==> src/rtl/poly_add_arbiter.sv <==
// poly_add_arbiter
// Round-robin scheduler that shares one polynomial CLA adder among five
// operand sources. It grants one requester, drives the 5:1 operand mux
// selector, pulses add_start, waits for add_done and then acks the requester.
// Control only; no polynomial data passes through here.
//
// Optional feature: define ADD_ARB_TIMEOUT_EN to enable a WAIT-state
// watchdog. If TIMEOUT_CYCLES WAIT cycles pass without add_done, the
// operation is closed with ack and a coincident one-cycle err pulse.
// Without the macro, WAIT waits indefinitely and err is always 0.

module poly_add_arbiter #(
  parameter int NUM_REQ        = 5,
  parameter int SEL_W          = 3,
  parameter int TIMEOUT_CYCLES = 64
) (
  input  logic               clk,
  input  logic               rst_n,
  input  logic [NUM_REQ-1:0] req,
  output logic [NUM_REQ-1:0] ack,
  output logic [NUM_REQ-1:0] grant,
  output logic [SEL_W-1:0]   mux_sel,
  output logic               add_start,
  input  logic               add_done,
  output logic               busy,
  output logic               err
);

  // The operand mux in front of the adder is 5:1 with a 3-bit code.
  if (NUM_REQ != 5 || SEL_W != 3 || TIMEOUT_CYCLES < 2) begin : g_bad_cfg
    $error("poly_add_arbiter: unsupported parameter set");
  end

  typedef enum logic [1:0] {
    IDLE  = 2'd0,
    START = 2'd1,
    WAIT  = 2'd2,
    DONE  = 2'd3
  } state_t;

  state_t             state_reg;
  state_t             state_next;
  logic [SEL_W-1:0]   last_reg;     // index served most recently
  logic               pick_found;
  logic [SEL_W-1:0]   pick_idx;
  logic [SEL_W-1:0]   cand;
  logic               timeout_hit;

  // (base + off) mod NUM_REQ for off in 1..NUM_REQ
  function automatic logic [SEL_W-1:0] wrap_idx(input logic [SEL_W-1:0] base,
                                                 input int off);
    int s;
    s = int'(base) + off;
    if (s >= NUM_REQ) s = s - NUM_REQ;
    return SEL_W'(s);
  endfunction

  // Round-robin pick: first set req bit scanning upward from last+1 with wrap
  always_comb begin
    pick_found = 1'b0;
    pick_idx   = '0;
    cand       = '0;
    for (int off = 1; off <= NUM_REQ; off++) begin
      cand = wrap_idx(last_reg, off);
      if (!pick_found && req[cand]) begin
        pick_found = 1'b1;
        pick_idx   = cand;
      end
    end
  end

`ifdef ADD_ARB_TIMEOUT_EN
  localparam int WD_W = $clog2(TIMEOUT_CYCLES);

  logic [WD_W-1:0] wd_reg;

  // Watchdog counts WAIT cycles; cleared in START so every WAIT begins at 0
  always_ff @(posedge clk or negedge rst_n) begin
    if (!rst_n) begin
      wd_reg <= '0;
    end else if (state_reg == START) begin
      wd_reg <= '0;
    end else if (state_reg == WAIT) begin
      wd_reg <= wd_reg + 1'b1;
    end
  end

  // Timeout fires on the last permitted WAIT cycle unless add_done arrives
  always_comb begin
    timeout_hit = 1'b0;
    if (state_reg == WAIT && !add_done && wd_reg == WD_W'(TIMEOUT_CYCLES - 1))
      timeout_hit = 1'b1;
  end
`else
  // No watchdog: WAIT only ends on add_done
  always_comb begin
    timeout_hit = 1'b0;
  end
`endif

  // Next-state logic; add_done matters only in WAIT
  always_comb begin
    state_next = state_reg;
    case (state_reg)
      IDLE:    if (pick_found) state_next = START;
      START:   state_next = WAIT;
      WAIT:    if (add_done || timeout_hit) state_next = DONE;
      DONE:    state_next = IDLE;
      default: state_next = IDLE;
    endcase
  end

  // State and registered outputs; grant/mux_sel are frozen from START to DONE
  always_ff @(posedge clk or negedge rst_n) begin
    if (!rst_n) begin
      state_reg <= IDLE;
      last_reg  <= SEL_W'(NUM_REQ - 1);
      mux_sel   <= '0;
      grant     <= '0;
      ack       <= '0;
      add_start <= 1'b0;
      busy      <= 1'b0;
      err       <= 1'b0;
    end else begin
      state_reg <= state_next;
      add_start <= (state_reg == IDLE) && (state_next == START);
      busy      <= (state_next != IDLE);
      ack       <= '0;
      err       <= 1'b0;
      case (state_reg)
        IDLE: begin
          if (pick_found) begin
            mux_sel <= pick_idx;
            grant   <= NUM_REQ'(1) << pick_idx;
          end
        end
        WAIT: begin
          if (state_next == DONE) begin
            ack <= grant;
            err <= timeout_hit;
          end
        end
        DONE: begin
          grant    <= '0;
          last_reg <= mux_sel;
        end
        default: ;
      endcase
    end
  end

endmodule
==> config.mk <==
export PLATFORM = sky130hd
export DESIGN_NAME = poly_add_arbiter
export DESIGN_NICKNAME = d
export VERILOG_FILES = /design/src/rtl/poly_add_arbiter.sv
export SDC_FILE = /design/constraint.sdc
export NUM_CORES = 1
export LEC_CHECK = 0
export CAP_MARGIN = 15
export CORE_ASPECT_RATIO = 1.2
export CORE_MARGIN = 5
export CORE_UTILIZATION = 51
export CTS_CLUSTER_DIAMETER = 150
export DETAILED_ROUTE_END_ITERATION = 8
export HOLD_SLACK_MARGIN = 0.06
export PLACE_DENSITY_LB_ADDON = 0.12
export SYNTH_ARGS = -nofsm -noshare
export SYNTH_HDL_FRONTEND = slang
export SYNTH_SLANG_ARGS = --single-unit
==> constraint.sdc <==
create_clock -name clk -period 3.5 [get_ports clk]
set_input_delay 0.7 -clock clk [delete_from_list [all_inputs] [get_ports clk]]
set_output_delay 0.7 -clock clk [all_outputs]
set_load 0.01 [all_outputs]
; Word-level counts from Yosys, hierarchy flattened
; Cells that the tools add are included.
[classes]
div = 0
n_shift = 1
multipliers = 0
bitwise = 0
eq_ne = 6
magnitude_cmp = 10
mux = 32
n_addsub = 10
reduce_logical = 14
[ops]
columns = op, count
row1 = 3-bit two-way mux, 10
row2 = "4-bit by 3-bit greater-or-equal comparator with 1-bit output, second input constant", 5
row3 = "3-bit by 4-bit less-than comparator with 1-bit output, second input constant", 5
row4 = 1-bit binary-select mux with 3-bit select, 5
row5 = 5-bit two-way mux, 3
row6 = "3-bit subtractor, second input constant", 5
row7 = 1-bit two-way mux, 10
row8 = 5-bit case mux with 2 select lines, 1
row9 = "3-bit by 2-bit adder with 4-bit output, second input constant", 2
row10 = "3-bit by 3-bit adder with 4-bit output, second input constant", 2
row11 = 2-bit case mux with 4 select lines, 1
row12 = "2-bit equality test, second input constant", 3
row13 = 1-bit logical AND, 5
row14 = "1-bit by 3-bit << shifter with 5-bit output, first input constant", 1
row15 = "3-bit by 1-bit adder with 4-bit output, second input constant", 1
row16 = "2-bit by 1-bit equality test with 1-bit output, second input constant", 2
row17 = 1-bit zero test, 4
row18 = 2-bit two-way mux, 2
row19 = 2-bit AND reduction, 2
row20 = 2-bit nonzero test, 2
row21 = 2-bit zero test, 1
row22 = "2-bit inequality test, second input constant", 1
[totals]
reg_bits = 20
in_bits = 8
ramBits = 0
latch_bits = 0
wordCells = 80
memories = 0
out_inout_bits = 16
rom_bits = 0

; Depth between registers and ports, before layout
; Gate-level depths: netlist of run 1.
[depth]
ltp_word = 23
ltp_mapped = 13
mapped_depth_nobuf = 13

; Worst setup path after synthesis of run 1
; Ideal clock, no wire load.
[synth_timing]
kind = register to register
startpoint = reg last_reg[2]
endpoint = reg busy
arrival_ns = 3.175
required_ns = 3.369
path_stages_with_launch = 13
setup_ns = 0.131
period_less_slack_ns = 3.307
path_slack_ns = 0.193
path_buffers = 2
cell_sequence = dfstp_2 -> buf_4 -> buf_2 -> inv_1 -> ha_1 -> inv_2 -> o2111a_1 -> nor2_1 -> mux2i_1 -> o21ai_2 -> o41ai_4 -> inv_2 -> or3_1
[synth_via]
elab_chain_len = 21
elab_cells_between_ends = 46
classes_between = 10 x add/sub / 5 x order compare / 22 x mux / 9 x reduce/logical
[synth_lines]
columns = item, line_no
row1 = from (decl), 43  ; logic [SEL_W-1:0] last_reg;
row2 = from (signal assigned), 117  ; last_reg <= SEL_W'(NUM_REQ - 1);
row3 = from (signal assigned), 145  ; last_reg <= mux_sel;
row4 = 3-bit by 1-bit adder with 4-bit output, 53  ; s = int'(base) + off;
row5 = 4-bit by 3-bit greater-or-equal comparator with 1-bit output or 3-bit subtractor (tied branches), 54  ; if (s >= NUM_REQ) s = s - NUM_REQ;
row6 = 3-bit two-way mux, 54
row7 = 1-bit binary-select mux with 3-bit select, 65  ; if (!pick_found && req[cand]) begin
row8 = 1-bit two-way mux (implied by the code), 65
row9 = 1-bit two-way mux, 65
row10 = 1-bit zero test, 65
row11 = 1-bit logical AND, 65
row12 = (+5 left out), n/a
row13 = 1-bit logical AND, 65
row14 = 1-bit two-way mux, 65
row15 = 1-bit zero test, 65
row16 = 1-bit logical AND, 65
row17 = 1-bit two-way mux *, 65
row18 = 2-bit two-way mux *, 105  ; IDLE: if (pick_found) state_next = START;
row19 = 2-bit case mux with 4 select lines *, 104  ; case (state_reg)
row20 = 2-bit nonzero test *, 127  ; busy <= (state_next != IDLE);
row21 = to (signal assigned), 127
row22 = to (decl), 25  ; output logic busy,
; Every way passes the cells marked *; elsewhere a longest branch is shown, timed or not. The select of a mux whose other input is x is not followed.
; A chain may end at the register's enable or synchronous reset.

; Worst setup path in the final report of run 1
[layout_timing]
startpoint = reg last_reg[1]
endpoint = reg grant[1]
[layout_via]
elab_chain_len = 21
elab_cells_between_ends = 53
classes_between = 10 x add/sub / 5 x order compare / 1 x eq/ne / 1 x shift / 27 x mux / 9 x reduce/logical
[layout_lines]
columns = item, line_no
row1 = 3-bit by 1-bit adder with 4-bit output, 53
row2 = 4-bit by 3-bit greater-or-equal comparator with 1-bit output or 3-bit subtractor (tied branches), 54
row3 = 3-bit two-way mux, 54
row4 = 1-bit binary-select mux with 3-bit select, 65
row5 = 1-bit two-way mux (implied by the code), 65
row6 = 1-bit two-way mux, 65
row7 = 1-bit zero test, 65
row8 = 1-bit logical AND, 65
row9 = (+5 left out), n/a
row10 = 1-bit logical AND, 65
row11 = 1-bit two-way mux, 65
row12 = 1-bit zero test, 65
row13 = 1-bit logical AND, 65
row14 = 3-bit two-way mux, 65
row15 = 1-bit by 3-bit << shifter with 5-bit output, 134  ; grant <= NUM_REQ'(1) << pick_idx;
row16 = 5-bit two-way mux, 132  ; if (pick_found) begin
row17 = 5-bit case mux with 2 select lines, 130  ; case (state_reg)
row18 = to (signal assigned), 134
row19 = to (decl), 21  ; output logic [NUM_REQ-1:0] grant,
; Several ways; a longest one is shown, not always the timed one. The select of a mux whose other input is x is not followed.

==> results of run 1 <==
[cell usage in the layout (no fill, tap or decap), types with 2 or more instances in the layout]
cell and n:
a211oi_1 2, a21oi_1 13, a22o_1 2, a22oi_1 3, a31oi_1 2, a32o_1 3
and2_1 10, and3b_1 2, and4_1 2, buf_4 8, clkbuf_8 3, clkdlybuf4s50_1 22
dfrtp_1 19, ha_1 10, inv_1 7, inv_2 3, mux2_2 5, mux2i_1 12
nand2_1 14, nand2b_1 9, nand3_1 6, nand3b_1 2, nand4b_1 2, nor2_1 13
nor2b_1 5, nor3_1 4, nor3b_1 2, nor4_1 2, o211a_1 2, o211ai_1 6
o21a_1 3, o21ai_0 10, o221ai_1 2, o22ai_1 4, o31ai_1 2, or3_1 2
xnor2_1 3, xor2_1 2
[cell type report]
class | instances | share of cell area [%]
multi-input cells | 190 | 60.0
clock inverters | 1 | 1.25
well taps | 54 | 2.82
inverters | 10 | 1.57
flip-flops and latches | 20 | 21.0
repair buffers | 30 | 11.7
clock buffers | 3 | 1.72
[stage by stage]
stage	hold slack, ns	area [µm²]	setup WS, ns	utilization (%)
after floorplan	0.404	2040	0.193	-
after global placement	0.512	2320	0.294	59.2
after detailed placement	0.508	2320	0.295	59.2
after CTS	0.528	2390	0.255	61.1
after global routing	0.556	2390	0.0305	61.2
final	0.529	2390	0.305	61.2
[metal layers]
layer	global-route usage (%)	wire length, µm	up-vias
met5	0	0	-
met4	7.71	137	0
met3	1.70	224	14
met2	38.6	2690	57
met1	28.8	2260	891
li1	-	-	914
[critical path, cell delays in order, from the launching register on]
cell	delay, ns
dfrtp_1	0.44
inv_1	0.15
ha_1	0.21
ha_1	0.31
buf_4	0.14
nand2b_1	0.05
o22ai_1	0.28
nor2_2	0.11
o32ai_2	0.60
nor3_2	0.14
a211oi_1	0.45
a32o_1	0.23
[what timing repair did]
action                                  4_1_cts  5_1_grt
gates resized for setup                       0        3
hold buffers                                  0        0
endpoints found under the setup margin        0        5
[worst paths after layout]
check                                    end  slack, ns
worst min register to register    mux_sel[2]       0.53
min in group asynchronous         mux_sel[1]       0.92
worst max-delay path                grant[1]       0.31
worst min-delay path              mux_sel[2]       0.53
worst max register to register      grant[1]       0.31
max in group asynchronous       state_reg[0]       2.05
[cells by family after synthesis]
kind of cell / count (synthesis)
AOI/OAI and AO/OA: 74
other: 1
and+or+nand+nor: 81
buffers and inverters: 23
muxes: 17
adders and majority gates: 11
DFF: 20
xor gates and xnor gates: 6
==> impl_metrics.toml, run 1 <==
[synthesis]
yosys-top-cells-count = "dfrtp_1, nand2_1, nor2_1"
synth_fa_ha_area_share_pct = 7.13
synth_enable_flop_cells = 0
synth_area_leaders = "dfrtp_1, ha_1, mux2i_1"
synth_most_common_cell = "dfrtp_1"
syn_avg_cell_area_um2 = 8.74
synth_xor_area_share_pct = 2.95
synth_top_family_by_area = "compound AO/OA/AOI/OAI gates"
syn_area_um2 = 2040
ys.warnings.count = 0
synth_top_area_share_pct = 23.3
netlist_instances = 233
synth_cell_types = 65
yosysTopAreaCell = "dfrtp_1"
synth-async-reset-ratio_pct = 100
synth.area.mux_share_pct = 8.66
synth_seq_area_share_pct = 24.6
synth-compound-area-share_pct = 29.0
synth-main-ff-cell = "dfrtp_1"
synthSimpleGateAreaFrac_pct = 22.2
synth.net_count = 252
synth_seq_cells = 20

[sta]
hold_viol = 0
relSlewSlack_pct = 42.8
period_share_pct = 91.3
rsz0062_at_grt = "no"
worstMarginPinSlew_ns = 0.856
finalSetupViolations = 0
totalNegativeSetupSlack_ns = 0
skew_ns = 0.00887
slew_viol_final = 0
period_minus_slack_ns = 3.19
fmax_mhz = 313

[detailed_routing]
num_vias = 1876
totalWireLength_um = 5320
avgRoutedWirePerCell_um = 17.3
antenna_left = 0
drtIter0Drc = 197
drc_errors = 0
via_per_inst = 6.09
first_pass_iters = 4

[worst_setup_path]
startpoint = "last_reg[1]"
cp_max_fo = 6
arrival_ns = 3.39
startpoint_type = "register"
rr_startpoint = "last_reg[1]"
r2r_cells = 11
end_kind = "register"
path_class = "register to register"
cp.required_ns = 3.70

[finish]
drive_gt1_share_pct = 13.8
reg_top3 = "ack (5), grant (5)"
stdcell_count = 308
multiInputGateArea_um2 = 1440
fill_cells = 361
syn2layout_area_growth_pct = 17.6
num_antenna_cells = 0
nNetsFinal = 274
regArea_um2 = 502

[clock_tree]
ctsRootBufferMaster = "clkbuf_8"
insertion_delay_ns = 0.26
clk_pin_slew_worst_paths_ns = 0.08
cts_buffers = 3
tritoncts = "yes"
htree_levels = 1
cts_buffer_depth = 2
cts_setup_buffers = 0
numClockSinks = 20

[status]
outcome = "complete, no violations"

[placed_design]
hpwl_um = 4120
place_inst = 304
place_congestion = 0.986
io_buffers = 22

[flow_run]
maxCapViolations = 0

[worst_hold_path]
hp-class = "register to register"
holdPathStages = 2
min_from = "mux_sel[2]"

[global_routing]
grt_max_degree = 33
antenna_found_initial = 0
overflow = 0
track_usage_pct = 22.4
grt_pass1_vias = 1918
grt_pass1_wl_um = 9310

[floorplan]
start_util_pct = 52.1
fp.dieArea_um2 = 5360
die_h_um = 79.2
dieWidth_um = 67.7
std_cell_rows = 25
core_area_um2 = 3910
boundaryPins = 24
Power of run 1 is not shown: default switching activity piles up to over one toggle a cycle in this logic, so the estimate is an artifact.
==> run 2: changes to the inputs <==
--- a/config.mk
+++ b/config.mk
@@ -5,13 +5,13 @@
 export SDC_FILE = /design/constraint.sdc
 export NUM_CORES = 1
 export LEC_CHECK = 0
+export ABC_AREA = 1
 export CAP_MARGIN = 15
 export CORE_ASPECT_RATIO = 1.2
 export CORE_MARGIN = 5
-export CORE_UTILIZATION = 51
+export CORE_UTILIZATION = 50
 export CTS_CLUSTER_DIAMETER = 150
 export DETAILED_ROUTE_END_ITERATION = 8
-export HOLD_SLACK_MARGIN = 0.06
 export PLACE_DENSITY_LB_ADDON = 0.12
 export SYNTH_ARGS = -nofsm -noshare
 export SYNTH_HDL_FRONTEND = slang
==> impl_metrics.toml, run 2 <==
[status]
outcome = "complete, no violations"

[synthesis]
syn_avg_cell_area_um2 = 6.86
synth_cell_types = 30
synth-async-reset-ratio_pct = 100
synth-main-ff-cell = "dfrtp_1"
yosys-top-cells-count = "nand2_1, nand3_1, inv_1"
yosysTopAreaCell = "dfrtp_1"
syn_area_um2 = 1800
synthSimpleGateAreaFrac_pct = 43.8
synth-compound-area-share_pct = 8.70
synth.area.mux_share_pct = 0
ys.warnings.count = 0
synth_seq_area_share_pct = 27.9
synth_enable_flop_cells = 0
synth_area_leaders = "dfrtp_1, nand2_1, nand3_1"
synth_most_common_cell = "nand2_1"
netlist_instances = 262
synth_xor_area_share_pct = 0
synth_top_area_share_pct = 26.5
synth_seq_cells = 20
synth_top_family_by_area = "simple AND/OR/NAND/NOR gates"
synth.net_count = 281
synth_fa_ha_area_share_pct = 8.08

[detailed_routing]
drc_errors = 0
avgRoutedWirePerCell_um = 13.9
num_vias = 1726
totalWireLength_um = 4460
first_pass_iters = 4
drtIter0Drc = 143
antenna_left = 0
via_per_inst = 5.36

[worst_setup_path]
path_cells = "ha_1, inv_1, fa_1, inv_1, nand2_2, o21ai_0, nand3_1, nand2_1, nand2_1, nand2_1, nand2_4, nor2_8, nand3_2, nand2_4, inv_6, nand2_2, o21ai_1"
critPathBufInv = 3
max_stage_delay_ns = 0.50
cp_max_fo = 9
end_kind = "register"
crit_top_cell = "nand2_1"
reg2reg_slack_ns = 0.56
arrival_ns = 3.08
cp.required_ns = 3.64
r2r_cells = 17
critPathSlowestCell = "dfrtp_1"
path_class = "register to register"
r2r_end = "grant[2]"
rr_startpoint = "last_reg[1]"
startpoint_type = "register"
crit_family = "simple AND/OR/NAND/NOR gates"

[clock_tree]
cts_buffers = 3
htree_levels = 1
tritoncts = "yes"
insertion_delay_ns = 0.26
numClockSinks = 20
postCtsHoldBufs = 0
cts_buffer_depth = 2
ctsResizeCount = 0
ctsRootBufferMaster = "clkbuf_8"
clk_pin_slew_worst_paths_ns = 0.07
cts_setup_buffers = 0

[sta]
rsz0062_at_grt = "no"
skew_ns = 0.00506
period_share_pct = 83.9
period_minus_slack_ns = 2.94
worstMarginPinSlew_ns = 0.859
slew_viol_final = 0
hold_viol = 0
fmax_mhz = 340
totalNegativeSetupSlack_ns = 0
relSlewSlack_pct = 42.5
setup_ws_ns = 0.562
finalSetupViolations = 0

[floorplan]
dieWidth_um = 64.7
core_area_um2 = 3400
boundaryPins = 24
die_h_um = 75.7
std_cell_rows = 23
fp.dieArea_um2 = 4900
start_util_pct = 52.9

[worst_hold_path]
holdPathEnd = "ack[3]"
hp-class = "register to register"
holdPathStages = 2
min_from = "grant[3]"

[finish]
reg_top3 = "ack (5), grant (5)"
syn2layout_area_growth_pct = 16.6
fill_cells = 331
final_cell_mix = "nand2_1, nand3_1, inv_1"
num_antenna_cells = 0
drive_gt1_share_pct = 14.0
stdcell_count = 322
layout_commonest_cell = "nand2_1"
nNetsFinal = 305

[global_routing]
grt_max_degree = 21
antenna_found_initial = 0
grt_pass1_wl_um = 7840
overflow = 0
track_usage_pct = 20.6
grt_pass1_vias = 1713

[flow_run]
maxCapViolations = 0

[placed_design]
hpwl_um = 3570
dp_slack_ns = 0.580
place_inst = 318
io_buffers = 22
place_congestion = 1.02
[run 2: final cells by class]
| class | instances | area [µm²] | share of cell area [%] |
|---|---|---|---|
| Clock buffer | 4 | 55.1 | 2.63 |
| Inverter | 44 | 173 | 8.24 |
| Multi-Input combinational cell | 194 | 1090 | 52.1 |
| Sequential cell | 20 | 502 | 23.9 |
| Tap cell | 37 | 46.3 | 2.21 |
| Timing Repair Buffer | 23 | 228 | 10.9 |
[run 2: how the worst max path moves through the flow]
stage	start	to	slack (ns)	depth (start not counted)
finish	last_reg[1]	grant[2]	0.56	17
CTS	last_reg[0]	grant[2]	0.56	18
global route	last_reg[1]	grant[3]	0.33	17
floorplan	last_reg[0]	grant[2]	0.90	21
detailed placement	last_reg[0]	grant[2]	0.58	18
global placement	last_reg[0]	grant[2]	0.61	18
[run 2: worst min-delay path: cells and delay by family (launching register included)]
family / cells / cell delay (ns)
DFF: 1 / 0.40
and+or+nand+nor: 1 / 0.04
buffers and inverters: 1 / 0.06
[run 2: routing by layer]
metal / track usage (%) / part of all wire (%)
met5: 0 / 0
met1: 23.6 / 41
met3: 2.21 / 4.9
met4: 8.45 / 2.4
met2: 39.3 / 51
[run 2: metrics by stage]
| step | cell area [µm²] | util (%) | hold slack (ns) |
|---|---|---|---|
| floorplan | 1800 | - | 0.404 |
| global placement | 2040 | 60.1 | 0.508 |
| detailed placement | 2040 | 60.1 | 0.516 |
| CTS | 2100 | 61.7 | 0.529 |
| global route | 2100 | 61.7 | 0.578 |
| finish | 2100 | 61.7 | 0.525 |
[run 2: cells by family (layout without fill, tap and decap cells)]
group | Yosys count | count (layout)
other cells | 1 | 1
simple gates | 158 | 158
buf+inv | 48 | 71
fa+ha+maj | 11 | 11
compound gates | 24 | 24
flops | 20 | 20
Power of run 2 is left out for the same reason.
==> run 3: changes to the inputs <==
--- a/config.mk
+++ b/config.mk
@@ -9,7 +9,7 @@
 export CAP_MARGIN = 15
 export CORE_ASPECT_RATIO = 1.2
 export CORE_MARGIN = 5
-export CORE_UTILIZATION = 50
+export CORE_UTILIZATION = 55
 export CTS_CLUSTER_DIAMETER = 150
 export DETAILED_ROUTE_END_ITERATION = 8
 export PLACE_DENSITY_LB_ADDON = 0.12
==> constraint.sdc (replaced) <==
create_clock -name clk -period 3.1 [get_ports clk]
set_input_delay 0.62 -clock clk [delete_from_list [all_inputs] [get_ports clk]]
set_output_delay 0.62 -clock clk [all_outputs]
set_load 0.01 [all_outputs]
==> impl_metrics.toml, run 3 (synthesis results as in run 2) <==
[detailed_routing]
num_vias = 1777
first_pass_iters = 4
avgRoutedWirePerCell_um = 13.8
via_per_inst = 5.52
drc_errors = 0
totalWireLength_um = 4430
drtIter0Drc = 107
antenna_left = 0

[floorplan]
fp.dieArea_um2 = 4510
start_util_pct = 57.8
core_area_um2 = 3110
die_h_um = 72.6
dieWidth_um = 62.2
boundaryPins = 24
std_cell_rows = 22

[placed_design]
place_congestion = 0.944
hpwl_um = 3570
io_buffers = 22

[clock_tree]
numClockSinks = 20
clk_pin_slew_worst_paths_ns = 0.11
cts_buffer_depth = 2
postCtsHoldBufs = 0
cts_buffers = 3
insertion_delay_ns = 0.30
htree_levels = 1
tritoncts = "yes"
ctsRootBufferMaster = "clkbuf_4"

[sta]
totalNegativeSetupSlack_ns = 0
slew_viol_final = 0
skew_ns = 0.00506
relSlewSlack_pct = 41.8
period_share_pct = 92.1
hold_viol = 0
rsz0062_at_grt = "no"
worstMarginPinSlew_ns = 0.871
fmax_mhz = 350
period_minus_slack_ns = 2.86
finalSetupViolations = 0

[worst_setup_path]
cp.required_ns = 3.29
startpoint_type = "register"
path_class = "register to register"
end_kind = "register"
r2r_cells = 17
rr_startpoint = "last_reg[1]"
startpoint = "last_reg[1]"
cp_max_fo = 9
arrival_ns = 3.04

[global_routing]
overflow = 0
grt_pass1_wl_um = 7690
track_usage_pct = 20.7
antenna_found_initial = 0
grt_max_degree = 21
grt_pass1_vias = 1750

[finish]
final_cell_mix = "nand2_1, nand3_1, inv_1"
drive_gt1_share_pct = 14.3
num_antenna_cells = 0
syn2layout_area_growth_pct = 15.9
layout_commonest_cell = "nand2_1"
nNetsFinal = 306
reg_top3 = "ack (5), grant (5)"

[worst_hold_path]
holdPathStages = 2
hp-class = "register to register"
min_from = "grant[0]"

[status]
outcome = "complete, no violations"

[flow_run]
maxCapViolations = 0
[run 3: cell count changes in the layout (fill, tap and decap cells not counted)]
cell,previous run,this run
clkbuf_8,4,1
o21ai_1,7,8
buf_4,1,2
clkbuf_4,0,3
o21ai_0,6,5
[run 3: final timing paths]
check / endpoint / slack (ns)
max: grant[2] / 0.24
min: ack[0] / 0.54
max reg2reg: grant[2] / 0.24
min reg2reg: ack[0] / 0.54
max in group asynchronous: grant[0] / 1.76
min in group asynchronous: ack[0] / 0.81
[run 3: layer usage]
layer / track usage, % / vias to the layer above / wire [µm]
li1: - / 893 / -
met1: 23.2 / 810 / 1740
met2: 38.7 / 60 / 2280
met3: 3.39 / 14 / 278
met4: 8.43 / 0 / 137
met5: 0 / - / 0
[run 3: final cells by class]
cell class              instances  area [µm²]
flip-flops and latches         20         502
clock buffers                   4        36.3
multi-input cells             194        1090
fillers                       293        1030
well taps                      36        45.0
inverters                      44         173
repair buffers                 24         235
[run 3: stage by stage]
| stage | cell area [µm²] | setup WS (ns) | util (%) | hold WS, ns | instances |
|---|---|---|---|---|---|
| 2_1_floorplan | 1800 | 0.498 | - | 0.324 | 262 |
| 3_3_place_gp | 2050 | 0.289 | 65.8 | 0.518 | 318 |
| 3_5_place_dp | 2050 | 0.220 | 65.8 | 0.526 | 318 |
| 4_1_cts | 2080 | 0.199 | 67.0 | 0.539 | 322 |
| 5_1_grt | 2080 | 0.00805 | 67.0 | 0.570 | 322 |
| 6_report | 2080 | 0.244 | 67.0 | 0.536 | 322 |
[run 3: what timing repair did]
action                     4_1_cts  5_1_grt
gates resized for setup          0        1
setup endpoints to repair        0        8
hold endpoints to repair         0        0
setup buffers                    0        0
[run 3: critical path: stages, from the launching register on]
cell and delay, ns:
dfrtp_1 0.53, ha_1 0.20, inv_1 0.06, fa_1 0.38
inv_1 0.12, nand2_2 0.11, o21ai_1 0.27, nand3_1 0.15
nand2_1 0.09, nand2_1 0.05, nand2_1 0.11, nand2_4 0.08
nor2_8 0.14, nand3_2 0.09, nand2_4 0.13, inv_6 0.07
nand2_2 0.08, o21ai_1 0.08
Power of run 3 is left out for the same reason.
